`config.mk`:
```
export PLATFORM = sky130hd
export DESIGN_NAME = addr_gen_unit
export DESIGN_NICKNAME = d
export VERILOG_FILES = /design/src/rtl/addr_gen_unit.sv
export SDC_FILE = /design/constraint.sdc
export NUM_CORES = 1
export LEC_CHECK = 0
export BUFFER_PORTS_ARGS = -buffer_cell sky130_fd_sc_hd__clkbuf_2
export CAP_MARGIN = 20
export CORE_AREA = 2 2 91 93
export DETAILED_ROUTE_END_ITERATION = 8
export DIE_AREA = 0 0 93 95
export PLACE_DENSITY = 0.63
export SETUP_SLACK_MARGIN = 0.02
export SYNTH_ARGS = -nofsm -noshare
export SYNTH_HDL_FRONTEND = slang
export SYNTH_SLANG_ARGS = --single-unit
```
`constraint.sdc`:
```
create_clock -name Clk -period 4.8 [get_ports Clk]
set_input_delay 0.24 -clock Clk [delete_from_list [all_inputs] [get_ports Clk]]
set_output_delay 0.24 -clock Clk [all_outputs]
set_load 0.02 [all_outputs]
```
`src/rtl/addr_gen_unit.sv`:
```
// Address generator: base + (optionally scaled) sign-extended IR offset,
// results queued in a small in-order FIFO with carry/overflow flags.
module addr_gen_unit #(
  parameter int WIDTH = 16,
  parameter int SHIFT = 1,
  parameter int DEPTH = 2
) (
  input  logic                   Clk,
  input  logic                   Reset,
  input  logic                   in_valid,
  output logic                   in_ready,
  input  logic [1:0]             addr1_sel,
  input  logic [1:0]             addr2_sel,
  input  logic                   scale_en,
  input  logic [15:0]            IR,
  input  logic [WIDTH-1:0]       PC,
  input  logic [WIDTH-1:0]       SR1_OUT,
  output logic                   out_valid,
  input  logic                   out_ready,
  output logic [WIDTH-1:0]       offset,
  output logic                   carry,
  output logic                   ovf,
  output logic [$clog2(DEPTH):0] count
);

  localparam int PW = $clog2(DEPTH);
  localparam int CW = PW + 1;
  localparam int EW = WIDTH + 2;
  localparam logic [CW-1:0] FULL_CNT = CW'(DEPTH);

  logic [WIDTH-1:0] w_base;
  logic [WIDTH-1:0] w_off_raw;
  logic [WIDTH-1:0] w_off;
  logic [WIDTH:0]   w_sum;
  logic             w_ovf;
  logic [EW-1:0]    w_entry;
  logic [EW-1:0]    w_head;
  logic [EW-1:0]    w_out;
  logic             w_push;
  logic             w_pop;
  logic             w_ir_unused;

  logic [EW-1:0]    r_mem [DEPTH];
  logic [EW-1:0]    r_last;
  logic [PW-1:0]    r_wr_ptr;
  logic [PW-1:0]    r_rd_ptr;
  logic [CW-1:0]    r_count;

  assign w_ir_unused = ^IR[15:11];

  always_comb begin
    w_base = '0;
    case (addr1_sel)
      2'b00:   w_base = PC;
      2'b01:   w_base = SR1_OUT;
      default: w_base = '0;
    endcase
  end

  always_comb begin
    w_off_raw = '0;
    case (addr2_sel)
      2'b01:   w_off_raw = {{(WIDTH-6){IR[5]}}, IR[5:0]};
      2'b10:   w_off_raw = {{(WIDTH-9){IR[8]}}, IR[8:0]};
      2'b11:   w_off_raw = {{(WIDTH-11){IR[10]}}, IR[10:0]};
      default: w_off_raw = '0;
    endcase
  end

  assign w_off   = scale_en ? (w_off_raw << SHIFT) : w_off_raw;
  assign w_sum   = {1'b0, w_base} + {1'b0, w_off};
  // Overflow: operands agree in sign but the truncated result does not.
  assign w_ovf   = (w_base[WIDTH-1] == w_off[WIDTH-1]) &&
                   (w_sum[WIDTH-1] != w_base[WIDTH-1]);
  assign w_entry = {w_sum[WIDTH], w_ovf, w_sum[WIDTH-1:0]};

  // Handshake: a transfer happens on a rising Clk edge only when valid and
  // ready are both high; in_ready depends on registered occupancy alone.
  assign in_ready  = !Reset && (r_count < FULL_CNT);
  assign out_valid = (r_count != '0);
  assign w_push    = in_valid && in_ready;
  assign w_pop     = out_valid && out_ready;
  assign count     = r_count;

  assign w_head = r_mem[r_rd_ptr];
  assign w_out  = out_valid ? w_head : r_last;
  assign {carry, ovf, offset} = w_out;

  always_ff @(posedge Clk) begin
    if (w_push) begin
      r_mem[r_wr_ptr] <= w_entry;
    end
  end

  always_ff @(posedge Clk or posedge Reset) begin
    if (Reset) begin
      r_wr_ptr <= '0;
      r_rd_ptr <= '0;
      r_count  <= '0;
      r_last   <= '0;
    end else begin
      if (w_push) begin
        r_wr_ptr <= r_wr_ptr + PW'(1);
      end
      if (w_pop) begin
        r_rd_ptr <= r_rd_ptr + PW'(1);
        r_last   <= w_head;
      end
      case ({w_push, w_pop})
        2'b10:   r_count <= r_count + CW'(1);
        2'b01:   r_count <= r_count - CW'(1);
        default: r_count <= r_count;
      endcase
    end
  end

endmodule

```
==> results of run 1 <==
-- final cells by class --
class,instances,area [um^2]
timing repair buffer,75,400
inverter,3,11.3
clock buffer,12,176
sequential,58,1630
clock inverter,4,22.5
tap,105,131
multi-input combinational,264,1760
fill,751,3800
-- cell families (layout without fill, tap and decap cells) --
logic type                 Yosys count  in the layout  synth area share [%]
AOI/OAI and AO/OA                   80             80                  13.5
and+or+nand+nor                    101            101                  12.2
muxes                               46             46                  13.5
DFF                                 58             58                  47.2
xor gates and xnor gates            19             19                  4.81
buffers and inverters               19             94                  2.17
adders and majority gates           18             18                  6.73
-- layer usage --
layer	GRT usage [%]	part of all wire (%)
met1	21.2	48
met2	24.8	46
met3	3.11	5.2
met4	5.15	0.99
met5	0	0
-- worst max-delay path: cells and delay by family --
family | cells | cell delay [ns]
multiplexers | 2 | 0.84
AND/OR/NAND/NOR | 3 | 0.74
AO/OA/AOI/OAI | 3 | 0.57
adder cells (fa/ha/maj) | 1 | 0.39
buffers and inverters | 1 | 0.15
-- worst paths after layout --
kind / from / endpoint / slack [ns]
min in group Clk: in_valid / r_wr_ptr / 0.25
hold reg to reg: r_last[1] / r_last[1] / 0.48
hold / removal: Reset / count[1] / 0.07
setup / recovery: addr2_sel[1] / r_mem[0][16] / 1.92
max in group asynchronous: Reset / r_last[11] / 4.22
setup reg to reg: count[0] / count[1] / 2.76
-- power by group through the flow --
stage | Clock [W] | Combinational [W] | Sequential [W]
after floorplan | 0 | 0.000643 | 0.000744
after global placement | 0 | 0.000837 | 0.000779
after detailed placement | 0 | 0.000850 | 0.000785
after CTS | 0.000434 | 0.000854 | 0.000776
after global routing | 0.000460 | 0.000953 | 0.000790
final | 0.000421 | 0.000861 | 0.000774
-- sequential cells by signal, summed over array words and instances (netlist names) --
register,cells
r_mem,36
r_last,18
count,2
r_rd_ptr,1
r_wr_ptr,1
-- cell usage after synthesis, types with 2 or more instances --
master | instances | area [um^2]
nand2_1 | 36 | 135
clkbuf_1 | 11 | 41.3
buf_1 | 2 | 7.51
a21o_1 | 5 | 37.5
o22ai_1 | 2 | 12.5
inv_1 | 3 | 11.3
a21oi_1 | 29 | 145
buf_2 | 3 | 15.0
xnor2_1 | 15 | 131
mux2_2 | 4 | 45.0
mux2i_1 | 41 | 410
o21ai_1 | 3 | 15.0
a21oi_2 | 2 | 17.5
ha_1 | 17 | 213
nor3_1 | 2 | 10.0
o21bai_1 | 2 | 15.0
o21ai_0 | 25 | 125
nor2_1 | 50 | 188
nand3_1 | 2 | 10.0
a31oi_1 | 2 | 12.5
a2111oi_0 | 2 | 17.5
a211oi_1 | 3 | 22.5
edfxtp_1 | 36 | 1080
dfrtp_1 | 22 | 551
xor2_1 | 4 | 35.0
nor2b_1 | 5 | 31.3
-- per-stage QoR --
step | power (W) | hold slack (ns) | cells | worst slack (ns)
after floorplan | 0.00139 | 0.229 | 341 | 1.79
after global placement | 0.00162 | 0.446 | 504 | 1.58
after detailed placement | 0.00163 | 0.446 | 504 | 1.55
after CTS | 0.00206 | 0.0958 | 520 | 1.90
after global routing | 0.00220 | 0.156 | 521 | 1.68
final | 0.00206 | 0.0658 | 521 | 1.92
==> run_results.csv, run 1 <==
group,metric,value,unit
clock_tree,cts.repair.resized,0,
global_routing,track_usage,15.5,%
die,die_y,95,um
setup_path,cpPeakStageDelay,0.48,ns
global_routing,grt_max_degree,39,
clock_tree,numCtsBuffers,9,
timing,fin_setup_tns,0,ns
routing,drtIter0Drc,109,
die,initial_core_util,43.6,%
placed_design,place_area,0.00390,mm^2
routing,vias,2598,
clock_tree,tritoncts,"done",
placed_design,port_buffers,73,
logic_synthesis,postSynthCellCount,341,
clock_tree,cts.sinks,58,
timing,period_needed,2.88,ns
timing,timing.final.crit_share,60.0,%
pwr,sequentialPowerShare,37.7,%
timing,rsz0062_at_grt,"no",
logic_synthesis,syn_nets,416,
clock_tree,cts.path.max_buffers,2,
logic_synthesis,synth-main-ff-cell,"edfxtp_1",
clock_tree,clock_latency,0.32,ns
logic_synthesis,ys_seq_elements,58,
global_routing,grt_pass1_wl,10.8,mm
cells_and_area,nets,486,
timing,slew_violations,0,
cells_and_area,final_cell_mix,"73 x clkbuf_2, 49 x nor2_1, 41 x mux2i_1",
setup_path,cp_data_arrival_time,2.94,ns
routing,ant_nets,0,
placed_design,hpwl,4.99,mm
pwr,ir_worst_vdd,0.000162,V
cells_and_area,fin_area,0.00413,mm^2
timing,setup_viol,0,
logic_synthesis,syn_area,0.00346,mm^2
pwr,power_density,498,mW/mm^2
cells_and_area,final_core_util,52.1,%
min_path,min_path_type,"input port to asynchronous set/reset pin",
global_routing,grt_pass1_vias,2342,
cells_and_area,drive_above_1_share,24.0,%
routing,viasPerCell,4.99,
die,dieWidth,93,um
timing,clock_skew,0.00658,ns
clock_tree,clkSlewWorstSetupHoldPaths,0.06,ns
setup_path,worstSetupPathType,"input port to register",
setup_path,critPathLaunchType,"input port",
logic_synthesis,ys_types,39,
setup_path,path_cells,"clkbuf_2 -> nor2b_1 -> a21oi_1 -> mux2i_1 -> ha_1 -> a211oi_1 -> nor2_1 -> or4_4 -> o22ai_2 -> mux2_1",
die,rows,33,
clock_tree,postCtsHoldBufs,0,
logic_synthesis,avgSynthCellArea,10.1,um^2
cells_and_area,area_delta_synth_final,19.3,%
setup_path,reg2regPathDepth,8,
flow_run,cap_viol_max_count,0,
outcome,status,"finished, final reports clean",
setup_path,required,4.86,ns
setup_path,cp_max_fo,9,
die,dieArea,0.00884,mm^2
routing,wirelength,6.57,mm
setup_path,crit_slowest_cell,"mux2i_1",
pwr,clock_power_share,20.5,%
timing,hold_violations,0,
logic_synthesis,yosysWarnings,0,
timing,slew_headroom,32.4,%
die,core-area,0.00793,mm^2
global_routing,overflow,0,
logic_synthesis,synth-edff-count,36,
logic_synthesis,yosysSeqAreaShare,47.2,%
die,io_pins,79,
cells_and_area,num_antenna_cells,0,
pwr,sw_frac_of_total,38.9,%
routing,wl_per_cell,12.6,um
clock_tree,cts-root-buf,"clkbuf_8",
cells_and_area,layout_commonest_cell,"clkbuf_2",
pwr,p_int,0.00126,W
clock_tree,htree_levels,3,
logic_synthesis,ys_async_sr_fraction,37.9,%
routing,firstDrtPassIters,4,
pwr,power_switching,0.000800,W
clock_tree,cts_setup_buffers,0,
global_routing,antenna_found_initial,0,
timing,max_freq,0.347,GHz
timing,worstMarginPinSlew,1.01,ns
placed_design,place_congestion,0.840,
pwr,leakage,1.90,nW
setup_path,end_kind,"register",
pwr,p_comb_share,41.9,%
routing,drcViolationCount,0,
Note: power is estimated with default switching activity, not from simulation.
==> run 2: changes to the inputs <==
- ABC_AREA: default -> 1
- CORE_AREA: 2 2 91 93 -> 2 2 94 96
- DIE_AREA: 0 0 93 95 -> 0 0 96 98
- clock period: 4.8 -> 2.8 ns (I/O delays scaled with it)
==> run 2 against run 1 <==
Net effect:
- sequential share of layout area shrank 1.9 points
- first-iteration DRC count grew 63%
- die area grew 6.5%
- synthesized area grew 6.3%
- design area grew 5.1%
- critical path type unchanged
- largest cell class unchanged
==> run_results.csv, run 2 <==
group,metric,value,unit
pwr,power_switching,0.00147,W
timing,period_needed,2.08,ns
pwr,p_comb_share,43.9,%
timing,rsz0062_at_grt,"no",
outcome,status,"finished, final reports clean",
min_path,min_path_type,"input port to register",
cells_and_area,drive_above_1_share,17.1,%
die,initial_core_util,43.4,%
timing,timing.final.crit_share,74.2,%
cells_and_area,fill_cells,858,
pwr,clock_power_share,22.4,%
clock_tree,cts.repair.resized,0,
timing,hold_violations,0,
clock_tree,cts-root-buf,"clkbuf_8",
routing,wl_per_cell,11.1,um
timing,setup_viol,0,
logic_synthesis,syn_area,0.00368,mm^2
global_routing,antenna_found_initial,0,
cells_and_area,num_antenna_cells,0,
setup_path,critPathLaunchType,"input port",
cells_and_area,layout_commonest_cell,"nand2_1",
routing,drtIter0Drc,178,
pwr,ir_worst_vdd,0.000376,V
cells_and_area,largest_register_ffs,36,
placed_design,port_buffers,73,
global_routing,track_usage,16.8,%
placed_design,hpwl,5.74,mm
logic_synthesis,postSynthCellCount,478,
setup_path,required,2.87,ns
die,dieArea,0.00941,mm^2
setup_path,end_kind,"register",
clock_tree,tritoncts,"done",
setup_path,cp_data_arrival_time,2.15,ns
logic_synthesis,avgSynthCellArea,7.69,um^2
die,die_y,98,um
clock_tree,clkSlewWorstSetupHoldPaths,0.07,ns
cells_and_area,regMostFlops,"r_mem",
logic_synthesis,ys_async_sr_fraction,37.9,%
routing,vias,3192,
logic_synthesis,synth_top_area_share,29.4,%
timing,fin_setup_tns,0,ns
clock_tree,cts.path.max_buffers,2,
logic_synthesis,synthTopCellsByCount,"154 x nand2_1, 63 x o21ai_0, 61 x inv_1",
logic_synthesis,yosysWarnings,0,
logic_synthesis,ys_seq_elements,58,
global_routing,grt_pass1_wl,12.7,mm
logic_synthesis,yosysSeqAreaShare,44.4,%
cells_and_area,final-seq-area,0.00163,mm^2
flow_run,cap_viol_max_count,0,
cells_and_area,nets,627,
clock_tree,clock_latency,0.33,ns
global_routing,grt_max_degree,38,
logic_synthesis,synth_top_area_cell,"edfxtp_1",
logic_synthesis,ys_types,29,
timing,slew_violations,0,
timing,slew_headroom,42.5,%
placed_design,place_congestion,0.915,
logic_synthesis,synth-edff-count,36,
global_routing,grt_pass1_vias,2950,
timing,worstMarginPinSlew,0.861,ns
die,io_pins,79,
routing,viasPerCell,4.80,
cells_and_area,multi_input_area,0.00171,mm^2
die,core-area,0.00847,mm^2
pwr,sw_frac_of_total,40.6,%
logic_synthesis,synth-main-ff-cell,"edfxtp_1",
cells_and_area,layout.cells.non_filler,665,
clock_tree,cts.sinks,58,
routing,ant_nets,0,
routing,wirelength,7.40,mm
cells_and_area,area_delta_synth_final,18.0,%
pwr,power_density,835,mW/mm^2
global_routing,overflow,0,
routing,drcViolationCount,0,
logic_synthesis,syn_nets,553,
clock_tree,numCtsBuffers,9,
setup_path,rrSetupSlack,0.94,ns
pwr,p_int,0.00215,W
logic_synthesis,synth.most_common_cell,"nand2_1",
die,rows,34,
pwr,leakage,2.21,nW
clock_tree,htree_levels,3,
cells_and_area,final_cell_mix,"154 x nand2_1, 73 x clkbuf_2, 63 x o21ai_0",
timing,max_freq,0.481,GHz
placed_design,placed_cells,648,
pwr,sequentialPowerShare,33.8,%
logic_synthesis,synth_area_leaders,"edfxtp_1 29%, nand2_1 16%, dfrtp_1 15%",
routing,firstDrtPassIters,5,
setup_path,cp_max_fo,16,
timing,clock_skew,0.00847,ns
setup_path,worstSetupPathType,"input port to register",
die,dieWidth,96,um
## run 2: cell types whose count changed in the layout (fill, tap and decap cells not counted), moves of 5 or more
cell | previous run | this run
xnor2_1 | 15 | 3
xor2_1 | 4 | 12
nand2_1 | 36 | 154
nor2_1 | 49 | 22
nor2b_1 | 5 | 0
o21ai_0 | 25 | 63
mux2i_1 | 41 | 0
a21oi_1 | 29 | 17
inv_1 | 3 | 61
nand3_1 | 2 | 37
## run 2: cell families after synthesis
family / synth area share [%]
AOI/OAI and AO/OA: 12.2
xor gates and xnor gates: 3.57
adders and majority gates: 6.33
buffers and inverters: 9.12
and+or+nand+nor: 24.4
DFF: 44.4
## run 2: area by class of cell
cell class / count / share of cell area (%)
Clock buffer: 11 / 3.03
Multi-Input combinational cell: 340 / 39.4
Inverter: 64 / 5.54
Timing Repair Buffer: 79 / 9.52
Clock inverter: 5 / 1.82
Sequential cell: 58 / 37.6
Tap cell: 108 / 3.11
## run 2: what timing repair did
action                                 CTS  global route
hold buffers                             1             0
endpoints found under the hold margin    7             0
buffers inserted                         0             0
## run 2: worst paths after layout
| check | startpoint | cells past startpoint | end |
|---|---|---|---|
| setup / recovery | addr1_sel[0] | 13 | r_mem[0][14] |
| max in group asynchronous | Reset | 3 | r_last[7] |
| hold reg to reg | count[1] | 1 | count[1] |
| setup reg to reg | count[0] | 8 | count[1] |
| hold / removal | out_ready | 3 | r_rd_ptr |
| min in group asynchronous | Reset | 3 | r_wr_ptr |
## run 2: per-stage QoR
stage	hold WS (ns)	utilization, %	setup WS [ns]	cell area [um^2]	power, W
finish	0.113	51.3	0.721	4340	0.00362
global route	0.131	51.3	0.534	4340	0.00393
CTS	0.0969	51.3	0.737	4340	0.00366
detailed placement	0.357	48.7	0.385	4120	0.00284
global placement	0.354	48.7	0.437	4120	0.00281
floorplan	0.129	-	0.568	3680	0.00238
## run 2: critical path: stages
cell and delay (ns):
clkbuf_2 0.08, or2_1 0.42, o21ai_0 0.16, ha_1 0.25, fa_1 0.43, nand3_1 0.12
nand2_1 0.12, nand2_1 0.09, nand2_1 0.07, nand3_1 0.10, nand2_1 0.06, nand2_1 0.06
nand2_1 0.06
## run 2: power groups by stage
stage,sequential [W],clock [W],combinational (W)
floorplan,0.00125,0,0.00114
global placement,0.00124,0,0.00157
detailed placement,0.00124,0,0.00160
finish,0.00122,0.000810,0.00159
global route,0.00125,0.000865,0.00182
CTS,0.00123,0.000831,0.00161
## run 2: per-layer routing
layer	vias to the layer above	part of all wire, %	track usage, %
li1	1694	-	-
met1	1389	48	22.2
met2	98	45	27.1
met3	11	5.2	2.78
met4	0	1.8	7.03
met5	-	0	0
